[src/rtl/mcdt_pkg.sv]
// Shared types and BCD/seconds conversion helpers for the multi-channel countdown timer.
package mcdt_pkg;

    localparam int unsigned SEC_W = 19;
    localparam logic [SEC_W-1:0] MAX_SECONDS = 19'd359999;

    typedef enum logic [1:0] {StIdle, StRun, StPause, StDone} state_e;

    function automatic logic bcd_valid(input logic [7:0] h, input logic [7:0] m,
                                       input logic [7:0] s);
        return (h[7:4] <= 4'd9) && (h[3:0] <= 4'd9) &&
               (m[7:4] <= 4'd5) && (m[3:0] <= 4'd9) &&
               (s[7:4] <= 4'd5) && (s[3:0] <= 4'd9);
    endfunction

    function automatic logic [SEC_W-1:0] bcd_to_secs(input logic [7:0] h, input logic [7:0] m,
                                                     input logic [7:0] s);
        int unsigned hh, mm, ss;
        hh = 32'(h[7:4]) * 10 + 32'(h[3:0]);
        mm = 32'(m[7:4]) * 10 + 32'(m[3:0]);
        ss = 32'(s[7:4]) * 10 + 32'(s[3:0]);
        return SEC_W'(hh * 3600 + mm * 60 + ss);
    endfunction

    // Packed {hour, minute, second}, two BCD digits each.
    function automatic logic [23:0] secs_to_bcd(input logic [SEC_W-1:0] secs);
        int unsigned t, hh, mm, ss;
        t  = 32'(secs);
        hh = t / 3600;
        mm = (t % 3600) / 60;
        ss = t % 60;
        return {4'(hh / 10), 4'(hh % 10), 4'(mm / 10), 4'(mm % 10), 4'(ss / 10), 4'(ss % 10)};
    endfunction

endpackage

[src/rtl/multi_countdown_timer_if.sv]
// Command, preset and status bundle of the multi-channel countdown timer.
interface multi_countdown_timer_if #(
    parameter int unsigned NUM_CH = 4,
    parameter int unsigned CW     = (NUM_CH > 1) ? $clog2(NUM_CH) : 1
) ();
    logic [CW-1:0]     ch_sel;
    logic              load;
    logic              start;
    logic              pause;
    logic              ack;
    logic [7:0]        hour_bcd_in;
    logic [7:0]        minute_bcd_in;
    logic [7:0]        second_bcd_in;
    logic [7:0]        hour_bcd_out;
    logic [7:0]        minute_bcd_out;
    logic [7:0]        second_bcd_out;
    logic [NUM_CH-1:0] running;
    logic [NUM_CH-1:0] ring;
    logic              any_ring;
    logic              load_err;

    modport master (
        output ch_sel, load, start, pause, ack, hour_bcd_in, minute_bcd_in, second_bcd_in,
        input  hour_bcd_out, minute_bcd_out, second_bcd_out, running, ring, any_ring, load_err
    );

    modport slave (
        input  ch_sel, load, start, pause, ack, hour_bcd_in, minute_bcd_in, second_bcd_in,
        output hour_bcd_out, minute_bcd_out, second_bcd_out, running, ring, any_ring, load_err
    );
endinterface

[src/rtl/mcdt_channel.sv]
// One countdown channel: IDLE/RUN/PAUSE/DONE with sub-second prescaler and sticky ring.
// MULTI_COUNTDOWN_TIMER_AUTO_RELOAD_EN adds a preset register and reload-on-expiry.
module mcdt_channel
    import mcdt_pkg::*;
#(
    parameter int unsigned TICKS_PER_SEC = 1000
) (
    input  logic             clk,
    input  logic             rst_n,
    input  logic             load_i,
    input  logic [SEC_W-1:0] load_secs_i,
    input  logic             start_i,
    input  logic             pause_i,
    input  logic             ack_i,
    output logic [SEC_W-1:0] remaining_o,
    output logic             running_o,
    output logic             ring_o
);

    localparam int unsigned SubW = (TICKS_PER_SEC > 1) ? $clog2(TICKS_PER_SEC) : 1;
    localparam logic [SubW-1:0] SubLast = SubW'(TICKS_PER_SEC - 1);

    state_e           state_q, state_d;
    logic [SEC_W-1:0] rem_q, rem_d;
    logic [SubW-1:0]  sub_q, sub_d;
    logic             ring_q, ring_d;

`ifdef MULTI_COUNTDOWN_TIMER_AUTO_RELOAD_EN
    logic [SEC_W-1:0] preset_q;

    always_ff @(posedge clk or negedge rst_n) begin
        if (!rst_n)      preset_q <= '0;
        else if (load_i) preset_q <= load_secs_i;
    end
`endif

    always_comb begin
        state_d = state_q;
        rem_d   = rem_q;
        sub_d   = sub_q;
        ring_d  = ring_q;
        if (load_i) begin
            state_d = StIdle;
            rem_d   = load_secs_i;
            sub_d   = '0;
            ring_d  = 1'b0;
        end else begin
            // Ack clears first so a same-edge expiry below wins.
            if (ack_i) ring_d = 1'b0;
            unique case (state_q)
                StIdle, StPause: begin
                    if (start_i) begin
                        if (rem_q == '0) begin
                            state_d = StDone;
                            ring_d  = 1'b1;
                        end else begin
                            state_d = StRun;
                        end
                    end
                end
                StRun: begin
                    if (pause_i) begin
                        state_d = StPause;
                    end else if (sub_q == SubLast) begin
                        sub_d = '0;
                        if (rem_q == SEC_W'(1)) begin
                            ring_d = 1'b1;
`ifdef MULTI_COUNTDOWN_TIMER_AUTO_RELOAD_EN
                            rem_d = preset_q;
                            if (preset_q == '0) state_d = StDone;
`else
                            rem_d   = '0;
                            state_d = StDone;
`endif
                        end else begin
                            rem_d = rem_q - 1'b1;
                        end
                    end else begin
                        sub_d = sub_q + 1'b1;
                    end
                end
                StDone: begin
                    if (ack_i) state_d = StIdle;
                end
                default: state_d = StIdle;
            endcase
        end
    end

    always_ff @(posedge clk or negedge rst_n) begin
        if (!rst_n) begin
            state_q <= StIdle;
            rem_q   <= '0;
            sub_q   <= '0;
            ring_q  <= 1'b0;
        end else begin
            state_q <= state_d;
            rem_q   <= rem_d;
            sub_q   <= sub_d;
            ring_q  <= ring_d;
        end
    end

    assign remaining_o = rem_q;
    assign running_o   = (state_q == StRun);
    assign ring_o      = ring_q;

endmodule

[src/rtl/multi_countdown_timer.sv]
// Multi-channel countdown timer: command decode, channel array, registered BCD display.
// Optional MULTI_COUNTDOWN_TIMER_AUTO_RELOAD_EN makes channels reload their preset on expiry.
module multi_countdown_timer
    import mcdt_pkg::*;
#(
    parameter int unsigned NUM_CH        = 4,
    parameter int unsigned TICKS_PER_SEC = 1000,
    parameter int unsigned CW            = (NUM_CH > 1) ? $clog2(NUM_CH) : 1
) (
    input logic                     clk,
    input logic                     rst_n,
    multi_countdown_timer_if.slave  bus
);

    logic             load_ok;
    logic [SEC_W-1:0] load_secs;
    logic [SEC_W-1:0] rem_arr [NUM_CH];
    logic [NUM_CH-1:0] running_v;
    logic [NUM_CH-1:0] ring_v;
    logic [SEC_W-1:0] sel_secs;
    logic [SEC_W-1:0] disp_secs_q;
    logic [23:0]      disp_bcd_q;
    logic             load_err_q;

    assign load_ok   = bcd_valid(bus.hour_bcd_in, bus.minute_bcd_in, bus.second_bcd_in);
    assign load_secs = bcd_to_secs(bus.hour_bcd_in, bus.minute_bcd_in, bus.second_bcd_in);

    // A load (accepted or not) consumes the cycle for the addressed channel.
    for (genvar ch = 0; ch < NUM_CH; ch++) begin : g_ch
        logic sel;
        assign sel = (bus.ch_sel == CW'(ch));

        mcdt_channel #(
            .TICKS_PER_SEC(TICKS_PER_SEC)
        ) u_channel (
            .clk        (clk),
            .rst_n      (rst_n),
            .load_i     (sel & bus.load & load_ok),
            .load_secs_i(load_secs),
            .start_i    (sel & bus.start & ~bus.load),
            .pause_i    (sel & bus.pause & ~bus.load & ~bus.start),
            .ack_i      (sel & bus.ack & ~bus.load),
            .remaining_o(rem_arr[ch]),
            .running_o  (running_v[ch]),
            .ring_o     (ring_v[ch])
        );
    end

    always_comb begin
        sel_secs = '0;
        for (int i = 0; i < NUM_CH; i++) begin
            if (bus.ch_sel == CW'(i)) sel_secs = rem_arr[i];
        end
    end

    // Two-stage display: select, then convert to BCD.
    always_ff @(posedge clk or negedge rst_n) begin
        if (!rst_n) begin
            disp_secs_q <= '0;
            disp_bcd_q  <= '0;
            load_err_q  <= 1'b0;
        end else begin
            disp_secs_q <= sel_secs;
            disp_bcd_q  <= secs_to_bcd(disp_secs_q);
            load_err_q  <= bus.load & ~load_ok;
        end
    end

    assign bus.hour_bcd_out   = disp_bcd_q[23:16];
    assign bus.minute_bcd_out = disp_bcd_q[15:8];
    assign bus.second_bcd_out = disp_bcd_q[7:0];
    assign bus.running        = running_v;
    assign bus.ring           = ring_v;
    assign bus.any_ring       = |ring_v;
    assign bus.load_err       = load_err_q;

endmodule

[src/flat_wrapper.sv]
// flat-port wrapper written by rule: the top's interface ports become plain ports
module multi_countdown_timer_flat import mcdt_pkg::*;
#(
    parameter int unsigned NUM_CH        = 4,
    parameter int unsigned TICKS_PER_SEC = 1000,
    parameter int unsigned CW            = (NUM_CH > 1) ? $clog2(NUM_CH) : 1
)
  (clk, rst_n, bus_ch_sel, bus_load, bus_start, bus_pause, bus_ack, bus_hour_bcd_in, bus_minute_bcd_in, bus_second_bcd_in, bus_hour_bcd_out, bus_minute_bcd_out, bus_second_bcd_out, bus_running, bus_ring, bus_any_ring, bus_load_err);
  multi_countdown_timer_if #(.NUM_CH(NUM_CH), .CW(CW)) bus_i ();
  input logic clk;
  input logic rst_n;
  input wire logic [$bits(bus_i.ch_sel)-1:0] bus_ch_sel;
  input wire logic [$bits(bus_i.load)-1:0] bus_load;
  input wire logic [$bits(bus_i.start)-1:0] bus_start;
  input wire logic [$bits(bus_i.pause)-1:0] bus_pause;
  input wire logic [$bits(bus_i.ack)-1:0] bus_ack;
  input wire logic [$bits(bus_i.hour_bcd_in)-1:0] bus_hour_bcd_in;
  input wire logic [$bits(bus_i.minute_bcd_in)-1:0] bus_minute_bcd_in;
  input wire logic [$bits(bus_i.second_bcd_in)-1:0] bus_second_bcd_in;
  output wire logic [$bits(bus_i.hour_bcd_out)-1:0] bus_hour_bcd_out;
  output wire logic [$bits(bus_i.minute_bcd_out)-1:0] bus_minute_bcd_out;
  output wire logic [$bits(bus_i.second_bcd_out)-1:0] bus_second_bcd_out;
  output wire logic [$bits(bus_i.running)-1:0] bus_running;
  output wire logic [$bits(bus_i.ring)-1:0] bus_ring;
  output wire logic [$bits(bus_i.any_ring)-1:0] bus_any_ring;
  output wire logic [$bits(bus_i.load_err)-1:0] bus_load_err;
  assign bus_i.ch_sel = bus_ch_sel;
  assign bus_i.load = bus_load;
  assign bus_i.start = bus_start;
  assign bus_i.pause = bus_pause;
  assign bus_i.ack = bus_ack;
  assign bus_i.hour_bcd_in = bus_hour_bcd_in;
  assign bus_i.minute_bcd_in = bus_minute_bcd_in;
  assign bus_i.second_bcd_in = bus_second_bcd_in;
  assign bus_hour_bcd_out = bus_i.hour_bcd_out;
  assign bus_minute_bcd_out = bus_i.minute_bcd_out;
  assign bus_second_bcd_out = bus_i.second_bcd_out;
  assign bus_running = bus_i.running;
  assign bus_ring = bus_i.ring;
  assign bus_any_ring = bus_i.any_ring;
  assign bus_load_err = bus_i.load_err;
  multi_countdown_timer #(.NUM_CH(NUM_CH), .TICKS_PER_SEC(TICKS_PER_SEC), .CW(CW)) u_core (.clk(clk), .rst_n(rst_n), .bus(bus_i));
endmodule
[config.mk]
export PLATFORM = sky130hd
export DESIGN_NAME = multi_countdown_timer_flat
export DESIGN_NICKNAME = d
export VERILOG_FILES = /design/src/rtl/mcdt_pkg.sv /design/src/rtl/multi_countdown_timer_if.sv /design/src/rtl/mcdt_channel.sv /design/src/rtl/multi_countdown_timer.sv /design/src/flat_wrapper.sv
export SDC_FILE = /design/constraint.sdc
export NUM_CORES = 1
export LEC_CHECK = 0
export BUFFER_PORTS_ARGS = -buffer_cell sky130_fd_sc_hd__clkbuf_2
export CAP_MARGIN = 30
export CORE_MARGIN = 1
export CORE_UTILIZATION = 39
export CTS_BUF_LIST = sky130_fd_sc_hd__clkbuf_4
export CTS_CLUSTER_SIZE = 14
export DETAILED_ROUTE_END_ITERATION = 10
export PLACE_DENSITY = 0.58
export SLEW_MARGIN = 20
export SYNTH_ARGS = -nofsm -noshare
export SYNTH_HDL_FRONTEND = slang
export SYNTH_SLANG_ARGS = --single-unit
export TNS_END_PERCENT = 100
[constraint.sdc]
create_clock -name clk -period 10 [get_ports clk]
set_input_delay 0 -clock clk [delete_from_list [all_inputs] [get_ports clk]]
set_output_delay 0 -clock clk [all_outputs]
set_load 0.01 [all_outputs]
* After elaboration in Yosys (flattened, before gate mapping)
Index checks and enable logic that the tools add are counted.
Cells by class: muxes and demuxes 104, reduce and logical (&&, ||, !) cells 39, bitwise operators 40, magnitude comparators 6, add/sub/neg operators 13, equal/unequal tests 43, div/mod/pow operators 10, multipliers 5
Operators with widths (count):
- $mux W19 | 24
- $mux W10 | 16
- $div A32 B4 Y32 const B | 3
- $mod A32 B4 Y32 const B | 3
- $eq A19 B1 Y1 const B | 4
- $logic_not A19 Y1 | 4
- $sub A19 B1 Y19 const B | 4
- $mux W2 | 28
- $add A10 B1 Y10 const B | 4
- $eq A10 B10 Y1 const B | 4
- $add A19 B19 Y19 | 2
- $and A1 B1 Y1 | 37
- $div A19 B12 Y32 const B | 1
- $div A32 B6 Y32 const B | 1
- $mod A19 B12 Y32 const B | 1
- $mod A19 B6 Y32 const B | 1
- $mul A32 B4 Y17 const B | 1
- $mul A32 B8 Y15 const B | 1
- $ne A4 B3 Y1 const B | 8
- $mux W1 | 28
- $add A8 B4 Y9 | 3
- $ne A3 B3 Y1 const B | 8
- $pmux W2 S3 | 4
- $mul A4 B3 Y7 const B | 3
- 15 further kinds | 67
Storage, ports and cells: register bits 172, input bits 32, output and inout bits 34

* Depth between registers and ports, before layout
Gate-level depths: netlist (run 1).
depth after elaboration 9, gate-level depth with buffers 43, gate-level depth less buffers 35

* Cells and area by module
A second synthesis (run 1) with hierarchy kept.
Second synthesis, totals: cell total of the unflattened synthesis 2274, area, all modules 18739.2 µm²
By module, submodules not included:
- multi_countdown_timer | area an instance 10591.4 µm², cells each 1338, instances 1
- mcdt_channel | area an instance 2037.0 µm², cells each 234, instances 4

* Worst setup path after synthesis (run 1)
OpenSTA, ideal clock, no wires.
path type flip-flop to flip-flop, start point register u_core.disp_secs_q[12], end point register u_core.disp_bcd_q[11], path slack 1.312 ns, clock period less this slack 8.688 ns, data arrival time 8.605 ns, required time 9.917 ns, cell stages (with the launch flop) 39, cells stage by stage dfrtp_1 > buf_6 > or4_4 > buf_6 > o2bb2ai_1 > a2bb2oi_2 > buf_4 > nor2_1 > or4_4 > nand2_4 > nand2_1 > o31a_1 > o21a_1 > buf_2 > a211oi_4 > nand3_2 > a32o_2 > nand2b_4 > (+3 left out) > a21oi_2 > o21ba_2 > buf_6 > a32o_1 > or3_1 > a32o_1 > a22o_4 > a2111oi_4 > o21ai_2 > o221ai_1 > ha_1 > inv_1 > nor2_1 > a41oi_2 > xnor2_1 > ha_1 > or3b_1 > o21ai_0
Between the ends: cells in the longest elaborated chain, start to end 3
Ends and longest elaborated chain:
- from (decl) | RTL line multi_countdown_timer.sv:21 | logic [SEC_W-1:0] disp_secs_q;
- from (signal assigned) | RTL line multi_countdown_timer.sv:63 | disp_secs_q <= sel_secs;
- $mod A19 B12 Y32 | RTL line mcdt_pkg.sv:30 | mm = (t % 3600) / 60;
- $div A32 B6 Y32 | RTL line mcdt_pkg.sv:30
- $mod A32 B4 Y32 | RTL line mcdt_pkg.sv:32 | return {4'(hh / 10), 4'(hh % 10), 4'(mm / 10), 4'(mm % 10), 4'(ss / 10), 4'(ss % 10)};
- to (signal assigned) | RTL line multi_countdown_timer.sv:64 | disp_bcd_q <= secs_to_bcd(disp_secs_q);
- to (decl) | RTL line multi_countdown_timer.sv:22 | logic [23:0] disp_bcd_q;
Every way passes these cells. A chain may end at the register's enable or synchronous reset.

* Final worst setup path (run 1)
start point register u_core.disp_secs_q[14], end point register u_core.disp_bcd_q[11]
Same word-level chain as after synthesis.

==> results of run 1 <==
## synthesized netlist by cell type, types with 12 or more instances
cell / n
xnor2_1: 66
nand4_1: 18
a21o_1: 32
mux2i_1: 23
clkbuf_1: 76
a211o_1: 17
buf_2: 21
a31oi_1: 21
o21a_1: 24
or2_2: 16
o2111ai_1: 12
xor2_1: 35
fa_1: 36
mux4_2: 19
dfrtp_1: 172
a21oi_1: 201
nand3_1: 66
o21bai_1: 26
nor2_1: 215
ha_1: 110
nor2b_1: 22
and3_1: 27
o211ai_1: 39
a211oi_1: 25
or3_1: 39
o311ai_0: 13
nand2_1: 227
o21ai_0: 213
nor3_1: 88
nand2b_1: 20
nor4_1: 44
and2_1: 24
a22oi_1: 16
inv_1: 116
o31ai_1: 19
## stage by stage
stage	util (%)	setup slack, ns	setup TNS (ns)
floorplan	-	1.312	0
global placement	41.86	0.06387	0
detailed placement	41.91	-0.02161	-0.02161
CTS	42.88	0.009375	0
global route	43.97	-0.05432	-0.07615
finish	43.97	0.4974	0
## registers in the layout (all words and copies together), names as in the netlist
name,flops
u_core.g_ch.u_channel.sub_q,40
u_core.bus.load_err,1
u_core.g_ch.u_channel.ring_o,4
u_core.g_ch.u_channel.state_q,8
u_core.disp_bcd_q,24
u_core.g_ch.u_channel.remaining_o,76
u_core.disp_secs_q,19
## repair_timing
item | in CTS | in global routing
endpoints found under the hold margin | 143 | 19
hold buffers | 14 | 1
gates resized for setup | 3 | 70
pin swaps | 0 | 7
buffers inserted | 0 | 19
setup endpoints to repair | 1 | 8
## routing by layer
metal	up-vias	GRT usage, %	wire length, microns
met4	0	7.777	1428
met5	-	0	0
met3	78	2.687	3062
met1	9037	32.15	26680
li1	9164	-	-
met2	625	38.98	27490
## cell usage in the layout, fill, tap and decap left out, drive strengths merged, types with 36 or more instances in the layout
master / n
a21oi: 204
buf: 83
clkbuf: 82
dfrtp: 172
fa: 36
ha: 110
inv: 126
nand2: 228
nand3: 68
nor2: 217
nor3: 91
nor4: 46
o211ai: 42
o21ai: 227
or3: 39
xnor2: 66
## worst max-delay path by stage
stage | end | cells after the start | slack, ns
after global routing | u_core.disp_bcd_q[11] | 39 | -0.05
after CTS | u_core.disp_bcd_q[11] | 31 | 0.009
final | u_core.disp_bcd_q[11] | 36 | 0.50
after global placement | u_core.disp_bcd_q[3] | 29 | 0.06
after detailed placement | u_core.disp_bcd_q[3] | 28 | -0.02
after floorplan | u_core.disp_bcd_q[11] | 38 | 1.31
## layout make-up
class	instances	area share, %
clock inverter	15	0.8292
sequential	172	20.43
antenna	2	0.02369
inverter	124	2.227
timing repair buffer	162	5.349
tap	615	3.643
clock buffer	17	0.6042
multi-input combinational	2006	66.89
## cells by family after synthesis
| logic type | count (synthesis) |
|---|---|
| multiplexers | 54 |
| other | 1 |
| AND/OR/NAND/NOR | 865 |
| adder cells (fa/ha/maj) | 152 |
| AO/OA/AOI/OAI | 833 |
| buffers and inverters | 241 |
| flip-flops | 172 |
| XOR/XNOR | 101 |
## worst max-delay path: cells and delay by family, from the launching register on
kind / cells / cell delay (ns)
AO/OA/AOI/OAI: 16 / 4.47
XOR/XNOR: 2 / 0.43
adder cells (fa/ha/maj): 2 / 0.45
buffers and inverters: 5 / 0.84
flip-flops: 1 / 0.52
AND/OR/NAND/NOR: 11 / 2.65
==> results.ini, run 1 <==
[setup_path]
reg2reg_slack_ns=0.50
r2r-start=u_core.disp_secs_q[14]
cp_max_fo=9
crit_path_start=u_core.disp_secs_q[14]
crit_path_max_incr_delay_ns=0.64
worst_path_most_repeated_cell=buf_4
worstSetupEndpointType=register
critical_path.slowest_cell=or4_4
crit_required_ns=10.62
critPathKind=register to register
startpoint_type=register
cp.arrival_ns=10.13
reg2reg_to=u_core.disp_bcd_q[11]
reg2regPathDepth=36

[detailed_routing]
drcViolationCount=0
postRouteAntennaNets=0
drt_iter0_drc=1878
vias=18900
routed_wl_microns=58670
viasPerCell=6.073
drt-pass1-iter-count=5
post_drt_wl_per_cell_microns=18.85

[yosys]
synth.largest_area_cell=dfrtp_1
synth_compound_area_share_pct=29.71
synthDominantCellAreaShare_pct=22.53
synth_flop_cell=dfrtp_1
yosysWarnings=0
ys_types=122
synth_edf_count=0
synth_top_family_by_area=compound AO/OA/AOI/OAI gates
synth_xor_area_share_pct=4.630
synth_nets=2597
synth_cells=2419
synth-simple-area-share_pct=22.40
synth_fa_ha_area_share_pct=11.29
yosys-mux-area-fraction_pct=4.152
syn_area_sq_mm=0.01911
synth.area.top_cells=dfrtp_1 (23%), ha_1 (7.2%), o21ai_0 (5.6%), a21oi_1 (5.3%), nand2_1 (4.5%)
ys_seq_elements=172
async_reset_ff_share_pct=100.0
syn_area_per_cell_sq_um=7.899
seq_area_frac_synth_pct=22.53

[hold_path]
hold_path.class=input port to register
holdPathStages=2
worstHoldStart=bus_ch_sel[1]
hold_end=u_core.disp_secs_q[15]

[job]
cap_violations=0

[die]
fp.dieW_microns=223.3
start_util_pct=39.77
rows=80
ios=66
core-area_sq_mm=0.04805
die-area_sq_mm=0.04988
die_h_microns=223.3

[global_route]
grt_pass1_wl_microns=95050
grt-ovfl-total=0
grt_max_degree=81
antenna_found_initial=2
grt_use_total_pct=23.64
first_global_vias=17810

[cts]
clkSlewWorstSetupHoldPaths_ns=0.25
htreeDepth=4
cts.sinks=172
clockRootBuffer=clkbuf_4
cts_max_path_buffers=2
numCtsBuffers=17
tritoncts=yes
clk_latency_ns=0.77

[place]
place_area_sq_mm=0.02014
dp_hpwl_microns=43810
dpl.cell_count=3042
gp_congestion=0.9698
io_buffers=65

[final_layout]
drive_above_1_share_pct=13.66
multi_input_area_sq_mm=0.01413
finish.instance_area_sq_mm=0.02112
fin_nets=2661
nFillCells=4851
areaGrowthSynthToFinish_pct=10.56
final_cells=3113
seq_area_sq_mm=0.004317

[timing]
skew_ns=0.08190
worst_pin_slew_ns=1.067
fin_crit_ns=9.503
drv_slew=0
fin_crit_sh_pct=95.03
setup-violations-final=0
fmax_ghz=0.1052
hold_viol=0
rsz0062_at_grt=yes
whs_ns=0.08244
slew_headroom_pct=28.32

[run_status]
status=complete, no violations

Power of run 1 is not shown: default switching activity piles up to over one toggle a cycle in this logic, so the estimate is an artifact.
==> inputs of run 2 (changes only) <==
--- a/config.mk
+++ b/config.mk
@@ -13,6 +13,7 @@
 export CTS_CLUSTER_SIZE = 14
 export DETAILED_ROUTE_END_ITERATION = 10
 export PLACE_DENSITY = 0.58
+export REMOVE_ABC_BUFFERS = 1
 export SLEW_MARGIN = 20
 export SYNTH_ARGS = -nofsm -noshare
 export SYNTH_HDL_FRONTEND = slang
==> run 2 against run 1 <==
  * Setup slack gained 0.081 ns
  * Highest routed layer unchanged
  * Non-clock buffer count down 7
  * Via count fell by 0.71%
==> results.ini, run 2 (synthesis results as in run 1) <==
[run_status]
status=complete, no violations

[setup_path]
crit_path_max_incr_delay_ns=0.60
worstSetupEndpointType=register
cp_max_fo=12
worst_path_most_repeated_cell=buf_4
critical_path.slowest_cell=or4_4
startpoint_type=register
cp.arrival_ns=10.06
critPathKind=register to register
crit_path_start=u_core.disp_secs_q[13]
crit_required_ns=10.63
reg2reg_slack_ns=0.58
r2r-start=u_core.disp_secs_q[13]

[place]
io_buffers=65
place_area_sq_mm=0.02021
dp_hpwl_microns=43760
gp_congestion=0.9220

[die]
start_util_pct=39.77
die_h_microns=223.3
fp.dieW_microns=223.3
core-area_sq_mm=0.04805
ios=66
die-area_sq_mm=0.04988
rows=80

[final_layout]
largest_register_ffs=76
layout_common_cells=nand2_1 (226), o21ai_0 (211), nor2_1 (209), a21oi_1 (200), dfrtp_1 (167)
fin_nets=2654
mostFrequentLayoutCell=nand2_1
finish.instance_area_sq_mm=0.02087
areaGrowthSynthToFinish_pct=9.207
drive_above_1_share_pct=12.62
fin_util_pct=43.43

[timing]
drv_slew=0
slew_headroom_pct=28.65
setup-violations-final=0
rsz0062_at_grt=no
whs_ns=0.09453
skew_ns=0.04872
hold_viol=0
fin_tns_setup_ns=0
worst_pin_slew_ns=1.063
fmax_ghz=0.1061
fin_crit_sh_pct=94.21
fin_crit_ns=9.421

[cts]
numCtsBuffers=17
cts.sinks=172
clkSlewWorstSetupHoldPaths_ns=0.19
cts_max_path_buffers=2
tritoncts=yes
htreeDepth=4
clk_latency_ns=0.74
clockRootBuffer=clkbuf_4

[detailed_routing]
drt_iter0_drc=1869
viasPerCell=6.039
post_drt_wl_per_cell_microns=18.58
drt-pass1-iter-count=6
vias=18770
postRouteAntennaNets=0
routed_wl_microns=57740
drcViolationCount=0

[hold_path]
worstHoldStart=bus_second_bcd_in[2]
hold_path.class=input port to register

[global_route]
first_global_vias=17720
grt_max_degree=99
grt_use_total_pct=23.20
grt-ovfl-total=0
antenna_found_initial=2
grt_pass1_wl_microns=93600

[job]
cap_violations=0

-- run 2: changes by cell type in the layout (fill, tap and decap cells not counted), sizes merged --
cell	previous run	this run
buf	83	75
clkbuf	82	85
clkinv	10	12
clkinvlp	2	1
diode	2	4
inv	126	123
-- run 2: final timing paths --
kind | end | cells after the start
max | u_core.disp_bcd_q[11] | 36
min | u_core.g_ch[3].u_channel.remaining_o[2] | 5
max reg2reg | u_core.disp_bcd_q[11] | 36
min reg2reg | u_core.disp_bcd_q[0] | 0
max in group asynchronous | u_core.g_ch[1].u_channel.sub_q[2] | 5
min in group asynchronous | u_core.g_ch[1].u_channel.remaining_o[10] | 4
-- run 2: layout make-up --
class                   count  area (sq um)
well taps                 615         769.5
repair buffers            155          1075
clock inverters            13         136.4
fillers                  4842         27180
diodes                      4         10.01
clock buffers              19         142.6
inverters                 124         470.5
flip-flops and latches    172          4310
multi-input cells        2006         13950
-- run 2: routing by layer --
layer | vias up | global-route usage [%] | routed length (microns)
met2 | 543 | 39.48 | 27700
li1 | 9129 | - | -
met4 | 0 | 8.484 | 1685
met3 | 85 | 3.187 | 2632
met5 | - | 0 | 0
met1 | 9012 | 29.88 | 25720
-- run 2: worst max-delay path: cells and delay by family, from the launching register on --
kind	cells	cell delay [ns]
compound gates	18	4.95
xor+xnor	1	0.22
fa+ha+maj	2	0.43
buf+inv	5	0.85
flops	1	0.55
mux	1	0.08
simple gates	9	2.20
-- run 2: per-stage QoR --
step                      cells  worst slack (ns)
after global placement     3044            0.1492
final                      3108            0.5787
after floorplan            2302            0.1116
after detailed placement   3052        -0.0007452
after CTS                  3099            0.2527
after global routing       3108           0.01073
-- run 2: timing repair --
item	in CTS	in global routing
hold endpoints to repair	146	0
pin swaps	0	3
gates resized for setup	2	35
endpoints found under the setup margin	1	8
setup buffers	0	3
hold buffers	15	0
Power of run 2 is left out for the same reason.
